**src/rtl/led_mode_sel_if.sv**
```systemverilog
// Signal bundle between the LED mode selector, its key input, the per-mode
// pattern drivers and the LED pins.
interface led_mode_sel_if;
  logic        key_n;
  logic [31:0] mode_led_bus;
  logic [3:0]  drv_rst_n;
  logic [1:0]  mode;
  logic [7:0]  led_out;

  modport master (
    output key_n,
    output mode_led_bus,
    input  drv_rst_n,
    input  mode,
    input  led_out
  );

  modport slave (
    input  key_n,
    input  mode_led_bus,
    output drv_rst_n,
    output mode,
    output led_out
  );
endinterface

```
**src/rtl/led_mode_sel.sv**
```systemverilog
// LED mode selector: debounced key advances the mode, muxes the selected driver's
// pattern onto the pins and holds the other drivers in reset. Optional: LED_MODE_SEL_AUTO_EN.
module led_mode_sel #(
  parameter int N_MODES         = 4,
  parameter int DEBOUNCE_CYCLES = 20000,
  parameter int SWRST_CYCLES    = 4,
  parameter int AUTO_PERIOD     = 1000000
) (
  input logic           clk,
  input logic           rst_n,
  led_mode_sel_if.slave bus
);

  localparam int DW = $clog2(DEBOUNCE_CYCLES);
  localparam int SW = $clog2(SWRST_CYCLES + 1);

  localparam logic [DW-1:0] DB_LAST        = DW'(DEBOUNCE_CYCLES - 1);
  localparam logic [SW-1:0] SW_INIT_LAST   = SW'(SWRST_CYCLES);
  localparam logic [SW-1:0] SW_SWITCH_LAST = SW'(SWRST_CYCLES - 1);
  localparam logic [1:0]    MODE_LAST      = 2'(N_MODES - 1);
  localparam logic [3:0]    DRV_MASK       = 4'((1 << N_MODES) - 1);

  typedef enum logic [1:0] {
    ST_INIT   = 2'd0,
    ST_RUN    = 2'd1,
    ST_SWITCH = 2'd2
  } state_t;

  state_t        state_r, state_nxt;
  logic [1:0]    mode_r, mode_nxt;
  logic [SW-1:0] sw_cnt_r, sw_cnt_nxt;
  logic [3:0]    drv_r, drv_nxt;
  logic [7:0]    led_r, led_nxt;

  logic          key_meta_r, key_sync_r, key_stable_r;
  logic [DW-1:0] db_cnt_r;
  logic          press_s, auto_hit_s, advance_s;
  logic [1:0]    next_mode_s;

  function automatic logic [3:0] drv_one_hot(input logic [1:0] m);
    drv_one_hot = (4'b0001 << m) & DRV_MASK;
  endfunction

  // Key synchronizer and debounce filter.
  always_ff @(posedge clk or negedge rst_n) begin
    if (!rst_n) begin
      key_meta_r   <= 1'b1;
      key_sync_r   <= 1'b1;
      key_stable_r <= 1'b1;
      db_cnt_r     <= {DW{1'b0}};
    end else begin
      key_meta_r <= bus.key_n;
      key_sync_r <= key_meta_r;
      if (key_sync_r == key_stable_r) begin
        db_cnt_r <= {DW{1'b0}};
      end else if (db_cnt_r == DB_LAST) begin
        key_stable_r <= key_sync_r;
        db_cnt_r     <= {DW{1'b0}};
      end else begin
        db_cnt_r <= db_cnt_r + {{(DW-1){1'b0}}, 1'b1};
      end
    end
  end

  // Only the falling edge of the filtered key is an event.
  assign press_s = (key_sync_r != key_stable_r) && (db_cnt_r == DB_LAST) &&
                   (key_sync_r == 1'b0);

`ifdef LED_MODE_SEL_AUTO_EN
  localparam logic [23:0] AUTO_LAST = 24'(AUTO_PERIOD - 1);
  logic [23:0] auto_cnt_r;

  assign auto_hit_s = (state_r == ST_RUN) && (auto_cnt_r == AUTO_LAST);

  // Auto-advance timer: runs only in RUN, restarts on every advance.
  always_ff @(posedge clk or negedge rst_n) begin
    if (!rst_n) begin
      auto_cnt_r <= 24'd0;
    end else if ((state_r != ST_RUN) || advance_s) begin
      auto_cnt_r <= 24'd0;
    end else begin
      auto_cnt_r <= auto_cnt_r + 24'd1;
    end
  end
`else
  assign auto_hit_s = 1'b0;
`endif

  assign advance_s   = (state_r == ST_RUN) && (press_s || auto_hit_s);
  assign next_mode_s = (mode_r == MODE_LAST) ? 2'd0 : (mode_r + 2'd1);

  // Mode FSM state and output registers.
  always_ff @(posedge clk or negedge rst_n) begin
    if (!rst_n) begin
      state_r  <= ST_INIT;
      mode_r   <= 2'd0;
      sw_cnt_r <= {SW{1'b0}};
      drv_r    <= 4'b0000;
      led_r    <= 8'h00;
    end else begin
      state_r  <= state_nxt;
      mode_r   <= mode_nxt;
      sw_cnt_r <= sw_cnt_nxt;
      drv_r    <= drv_nxt;
      led_r    <= led_nxt;
    end
  end

  // Next-state logic. INIT counts one extra cycle so the first edge after
  // reset release is spent leaving reset, matching the documented release timing.
  always_comb begin
    state_nxt  = state_r;
    mode_nxt   = mode_r;
    sw_cnt_nxt = sw_cnt_r;
    drv_nxt    = drv_r;
    led_nxt    = led_r;
    case (state_r)
      ST_INIT: begin
        led_nxt = 8'h00;
        drv_nxt = 4'b0000;
        if (sw_cnt_r == SW_INIT_LAST) begin
          state_nxt  = ST_RUN;
          sw_cnt_nxt = {SW{1'b0}};
          drv_nxt    = drv_one_hot(mode_r);
        end else begin
          sw_cnt_nxt = sw_cnt_r + {{(SW-1){1'b0}}, 1'b1};
        end
      end
      ST_RUN: begin
        led_nxt = bus.mode_led_bus[{mode_r, 3'b000} +: 8];
        drv_nxt = drv_one_hot(mode_r);
        if (advance_s) begin
          state_nxt  = ST_SWITCH;
          mode_nxt   = next_mode_s;
          sw_cnt_nxt = {SW{1'b0}};
          drv_nxt    = 4'b0000;
        end else begin
          state_nxt = ST_RUN;
        end
      end
      ST_SWITCH: begin
        led_nxt = 8'h00;
        drv_nxt = 4'b0000;
        if (sw_cnt_r == SW_SWITCH_LAST) begin
          state_nxt  = ST_RUN;
          sw_cnt_nxt = {SW{1'b0}};
          drv_nxt    = drv_one_hot(mode_r);
        end else begin
          sw_cnt_nxt = sw_cnt_r + {{(SW-1){1'b0}}, 1'b1};
        end
      end
      default: begin
        state_nxt  = ST_INIT;
        mode_nxt   = 2'd0;
        sw_cnt_nxt = {SW{1'b0}};
        drv_nxt    = 4'b0000;
        led_nxt    = 8'h00;
      end
    endcase
  end

  assign bus.drv_rst_n = drv_r;
  assign bus.mode      = mode_r;
  assign bus.led_out   = led_r;

endmodule

```
**src/flat_wrapper.sv**
```systemverilog
// flat-port wrapper written by rule: the top's interface ports become plain ports
module led_mode_sel_flat 
#(
  parameter int N_MODES         = 4,
  parameter int DEBOUNCE_CYCLES = 20000,
  parameter int SWRST_CYCLES    = 4,
  parameter int AUTO_PERIOD     = 1000000
)
  (clk, rst_n, bus_key_n, bus_mode_led_bus, bus_drv_rst_n, bus_mode, bus_led_out);
  led_mode_sel_if bus_i ();
  input logic clk;
  input logic rst_n;
  input wire logic [$bits(bus_i.key_n)-1:0] bus_key_n;
  input wire logic [$bits(bus_i.mode_led_bus)-1:0] bus_mode_led_bus;
  output wire logic [$bits(bus_i.drv_rst_n)-1:0] bus_drv_rst_n;
  output wire logic [$bits(bus_i.mode)-1:0] bus_mode;
  output wire logic [$bits(bus_i.led_out)-1:0] bus_led_out;
  assign bus_i.key_n = bus_key_n;
  assign bus_i.mode_led_bus = bus_mode_led_bus;
  assign bus_drv_rst_n = bus_i.drv_rst_n;
  assign bus_mode = bus_i.mode;
  assign bus_led_out = bus_i.led_out;
  led_mode_sel #(.N_MODES(N_MODES), .DEBOUNCE_CYCLES(DEBOUNCE_CYCLES), .SWRST_CYCLES(SWRST_CYCLES), .AUTO_PERIOD(AUTO_PERIOD)) u_core (.clk(clk), .rst_n(rst_n), .bus(bus_i));
endmodule
```
**config.mk**
```make
export PLATFORM = sky130hd
export DESIGN_NAME = led_mode_sel_flat
export DESIGN_NICKNAME = d
export VERILOG_FILES = /design/src/rtl/led_mode_sel_if.sv /design/src/rtl/led_mode_sel.sv /design/src/flat_wrapper.sv
export SDC_FILE = /design/constraint.sdc
export NUM_CORES = 1
export LEC_CHECK = 0
export ABC_AREA = 1
export CAP_MARGIN = 20
export CELL_PAD_IN_SITES_DETAIL_PLACEMENT = 1
export CELL_PAD_IN_SITES_GLOBAL_PLACEMENT = 1
export CORE_ASPECT_RATIO = 1.25
export CORE_MARGIN = 2
export CORE_UTILIZATION = 38
export CTS_CLUSTER_DIAMETER = 120
export CTS_CLUSTER_SIZE = 10
export DETAILED_ROUTE_END_ITERATION = 10
export PLACE_DENSITY_LB_ADDON = 0.1
export SETUP_SLACK_MARGIN = 0.2
export SLEW_MARGIN = 20
export SYNTH_ARGS = -nofsm -noshare
export SYNTH_HDL_FRONTEND = slang
export SYNTH_SLANG_ARGS = --single-unit
export TNS_END_PERCENT = 100
```
**constraint.sdc**
```tcl
create_clock -name clk -period 2.8 [get_ports clk]
set_input_delay 0.28 -clock clk [delete_from_list [all_inputs] [get_ports clk]]
set_output_delay 0.28 -clock clk [all_outputs]
set_load 0.01 [all_outputs]
```
==> run_results.csv <==
group,metric,value,unit
power,total_power,0.001137,W
power,leakage,1.153,nW
route,wirelength,5187,um
timing,clock_skew,5.885,ps
clock_tree,clockRootBuffer,"sky130_fd_sc_hd__clkbuf_8",
synthesis,yosys_warnings,0,
setup_path,timing.critical_path.cells,"clkdlybuf4s50_1",
placed_design,buffer_ports.inserted,48,
timing,hold_slack,89.87,ps
global_routing,antenna_found_initial,0,
synthesis,post-synth-top-count-cell,"sky130_fd_sc_hd__nor2_1",
setup_path,timing.reg2reg.worst_path_depth,4,
clock_tree,tritoncts,"built",
job,max_cap_viol_count,0,
outcome,status,"complete, no violations",
clock_tree,cts-buffers-inserted,5,
synthesis,postSynthRegisterBits,37,
setup_path,crit_buf_inv,1,
placed_design,placed_wire_length_estimate,3953,um
placed_design,placed_instance_area,2546,um2
synthesis,netlist_area,2018,um2
synthesis,yosys.area.top_type_share,42.16,%
synthesis,synthArstFlopShare,100.0,%
synthesis,synth.cells.most_frequent,"58 x sky130_fd_sc_hd__nor2_1, 34 x sky130_fd_sc_hd__dfrtp_1, 32 x sky130_fd_sc_hd__nand2_1",
synthesis,synthDominantAreaCellType,"sky130_fd_sc_hd__dfrtp_1",
timing,post-route-min-period,2014,ps
final_layout,multiInputGateArea,954.7,um2
floorplan,floorplan.io_pins,49,
final_layout,area.growth.synth_to_final,31.93,%
route,route.antenna.remaining_nets,0,
setup_path,timing.critical_path.slowest_stage_cell,"sky130_fd_sc_hd__dfrtp_1",
synthesis,synth_enable_flop_cells,0,
final_layout,post_route_cells_drive_above_1_share,11.30,%
timing,worst_slew_margin_rel,42.93,%
power,max-vdd-ir-drop,0.2635,mV
timing,clock.fmax,496.5,MHz
route,drt_first_iter_violations,43,
min_path,hp-class,"in -> async",
route,drt_drc_violations_left,0,
floorplan,dieArea,5914,um2
route,detailedRoute.firstPassIterationCount,4,
floorplan,fp.dieH,85.48,um
clock_tree,h-tree-depth,2,
setup_path,rrSetupSlack,970,ps
setup_path,setup.worst_path.start_class,"flop",
floorplan,placementRows,29,
route,via_per_inst,4.887,
clock_tree,clk_pin_slew_worst_paths,70,ps
setup_path,cp_slowest_stage_delay,780,ps
setup_path,setup.worst_path.end,"bus_mode[0]",
synthesis,synth_area_leaders,"sky130_fd_sc_hd__dfrtp_1 42%, sky130_fd_sc_hd__nor2_1 11%, sky130_fd_sc_hd__o21ai_0 6.0%",
clock_tree,cts_post_setup_buffers_inserted,0,
global_routing,grt_max_degree,38,
global_routing,grtUsageTotal,19.43,%
setup_path,critical_path_depth,1,
clock_tree,clock_insertion_delay_worst_skew,290,ps
global_routing,global_route.overflow_total,0,
timing,final-setup-viol-count,0,
timing,finalHoldViolations,0,
floorplan,effective_utilization_at_floorplan,39.45,%
global_routing,grt_first_pass_wirelength,8956,um
final_layout,diodes,0,
synthesis,post_synth_num_cell_types,27,
setup_path,source_of_the_critical_timing_path,"u_core.bus.mode[0]$_DFFE_PN0P_",
synthesis,synth.avg_cell_area,8.073,um2
setup_path,rr_endpoint,"u_core.bus.mode[1]$_DFFE_PN0P_",
timing,tns,0,ps
timing,rsz_0062_raised_after_global_routing,"no",
timing,final-max-slew-violation-count,0,
clock_tree,postCtsHoldBufs,0,
setup_path,crit_arrival,1730,ps
placed_design,finalWeightedCongestion,0.8397,
global_routing,first_global_vias,1906,
route,vias,1774,
floorplan,fp.dieW,69.18,um
route,post_drt_wl_per_cell,14.29,um
synthesis,syn-instance-count,250,
clock_tree,post_cts.resized_instances,0,
synthesis,synth.yosys.seq_area_share,46.06,%
power,powerDensity,427.0,nW/um2
setup_path,worstSetupEndpointType,"primary output",
final_layout,layout.filler_cells,617,
synthesis,synthFlopType,"sky130_fd_sc_hd__dfrtp_1",
final_layout,final_area,2663,um2
clock_tree,cts_buffer_depth,2,
setup_path,critPathTopFamily,"flip-flops",
synthesis,synth_fp_nets,294,
setup_path,crit_path_max_fanout,22,
setup_path,worst_r2r_startpoint,"u_core.bus.mode[0]$_DFFE_PN0P_",
setup_path,cp.required,2520,ps
timing,worst_slew_pin_slew,856.1,ps
timing,final_min_period_over_clock_period,71.94,%
final_layout,nNetsFinal,344,
floorplan,fp.coreArea,5116,um2
setup_path,setup.worst_path.class,"reg -> out",
final_layout,layout.area.seq,929.6,um2
clock_tree,tritoncts_num_sinks,37,
through the flow:
stage / worst slack [ps] / instances / util [%]
after global routing: 685.9 / 363 / 52.04
final: 785.8 / 363 / 52.04
after floorplan: 1424 / 250 / -
after global placement: 1005 / 355 / 49.77
after detailed placement: 948.7 / 355 / 49.77
after CTS: 773.4 / 363 / 52.04
area by class of cell:
type	count	area share, %
inverters	29	4.088
well taps	62	2.914
multi-input cells	179	35.86
flip-flops and latches	37	34.92
repair buffers	48	17.86
clock buffers	7	3.242
clock inverters	1	1.128
worst reg2reg max path, cell delays in order (launching register included):
cell,delay [ps]
sky130_fd_sc_hd__dfrtp_1,780
sky130_fd_sc_hd__inv_1,430
sky130_fd_sc_hd__ha_1,400
sky130_fd_sc_hd__nand2_1,70
sky130_fd_sc_hd__nand2_1,50
logic make-up (layout without fill, tap and decap cells):
group                      count (synthesis)  in the layout  synth area share [%]
buffers and inverters                     34             85                 6.633
xor gates and xnor gates                   3              3                 1.302
and+or+nand+nor                          125            125                 29.39
DFF                                       37             37                 46.06
AOI/OAI and AO/OA                         42             42                 11.03
adders and majority gates                  9              9                 5.580
power breakdown:
group          leakage, nW  internal (W)  switching [W]
Sequential           0.475      0.000546     0.00000582
Combinational        0.619     0.0000606      0.0000394
Clock               0.0585      0.000291       0.000195
Total                 1.15      0.000897       0.000240
worst min path at each step:
stage | to | slack (ps)
5_1_grt | u_core.db_cnt_r[6]$_DFF_PN0_ | 170
3_5_place_dp | u_core.key_sync_r$_DFF_PN1_ | 350
2_1_floorplan | u_core.bus.drv_rst_n[0]$_DFF_PN0_ | -20
6_report | u_core.db_cnt_r[6]$_DFF_PN0_ | 90
3_3_place_gp | u_core.key_sync_r$_DFF_PN1_ | 350
4_1_cts | u_core.db_cnt_r[7]$_DFF_PN0_ | 120
metal layers:
metal	GRT usage, %	vias to the layer above	routed length, um
met1	22.13	846	2104
met2	36.01	32	2799
met5	0	-	0
met4	6.595	0	103
met3	3.919	7	179
li1	-	889	-
sequential cells by signal, summed over array words and instances (netlist names):
name,flops
u_core.db_cnt_r,15
u_core.state_r,2
u_core.key_stable_r,1
u_core.key_sync_r,1
u_core.bus.led_out,8
u_core.bus.mode,2
u_core.sw_cnt_r,3
u_core.bus.drv_rst_n,4
u_core.key_meta_r,1
placed cells by master, fill, tap and decap left out, drive strengths merged:
master / n
clkdlybuf4s50: 47
nor3b: 4
nor2: 64
nand3: 10
ha: 9
buf: 1
dfrtp: 34
clkbuf: 7
bufinv: 1
or2: 1
nand2: 37
a21boi: 4
nor3: 9
o22ai: 2
clkinv: 1
inv: 28
dfstp: 3
xor2: 3
o21ai: 25
a21oi: 11
Power figures use the tool's default switching activity.
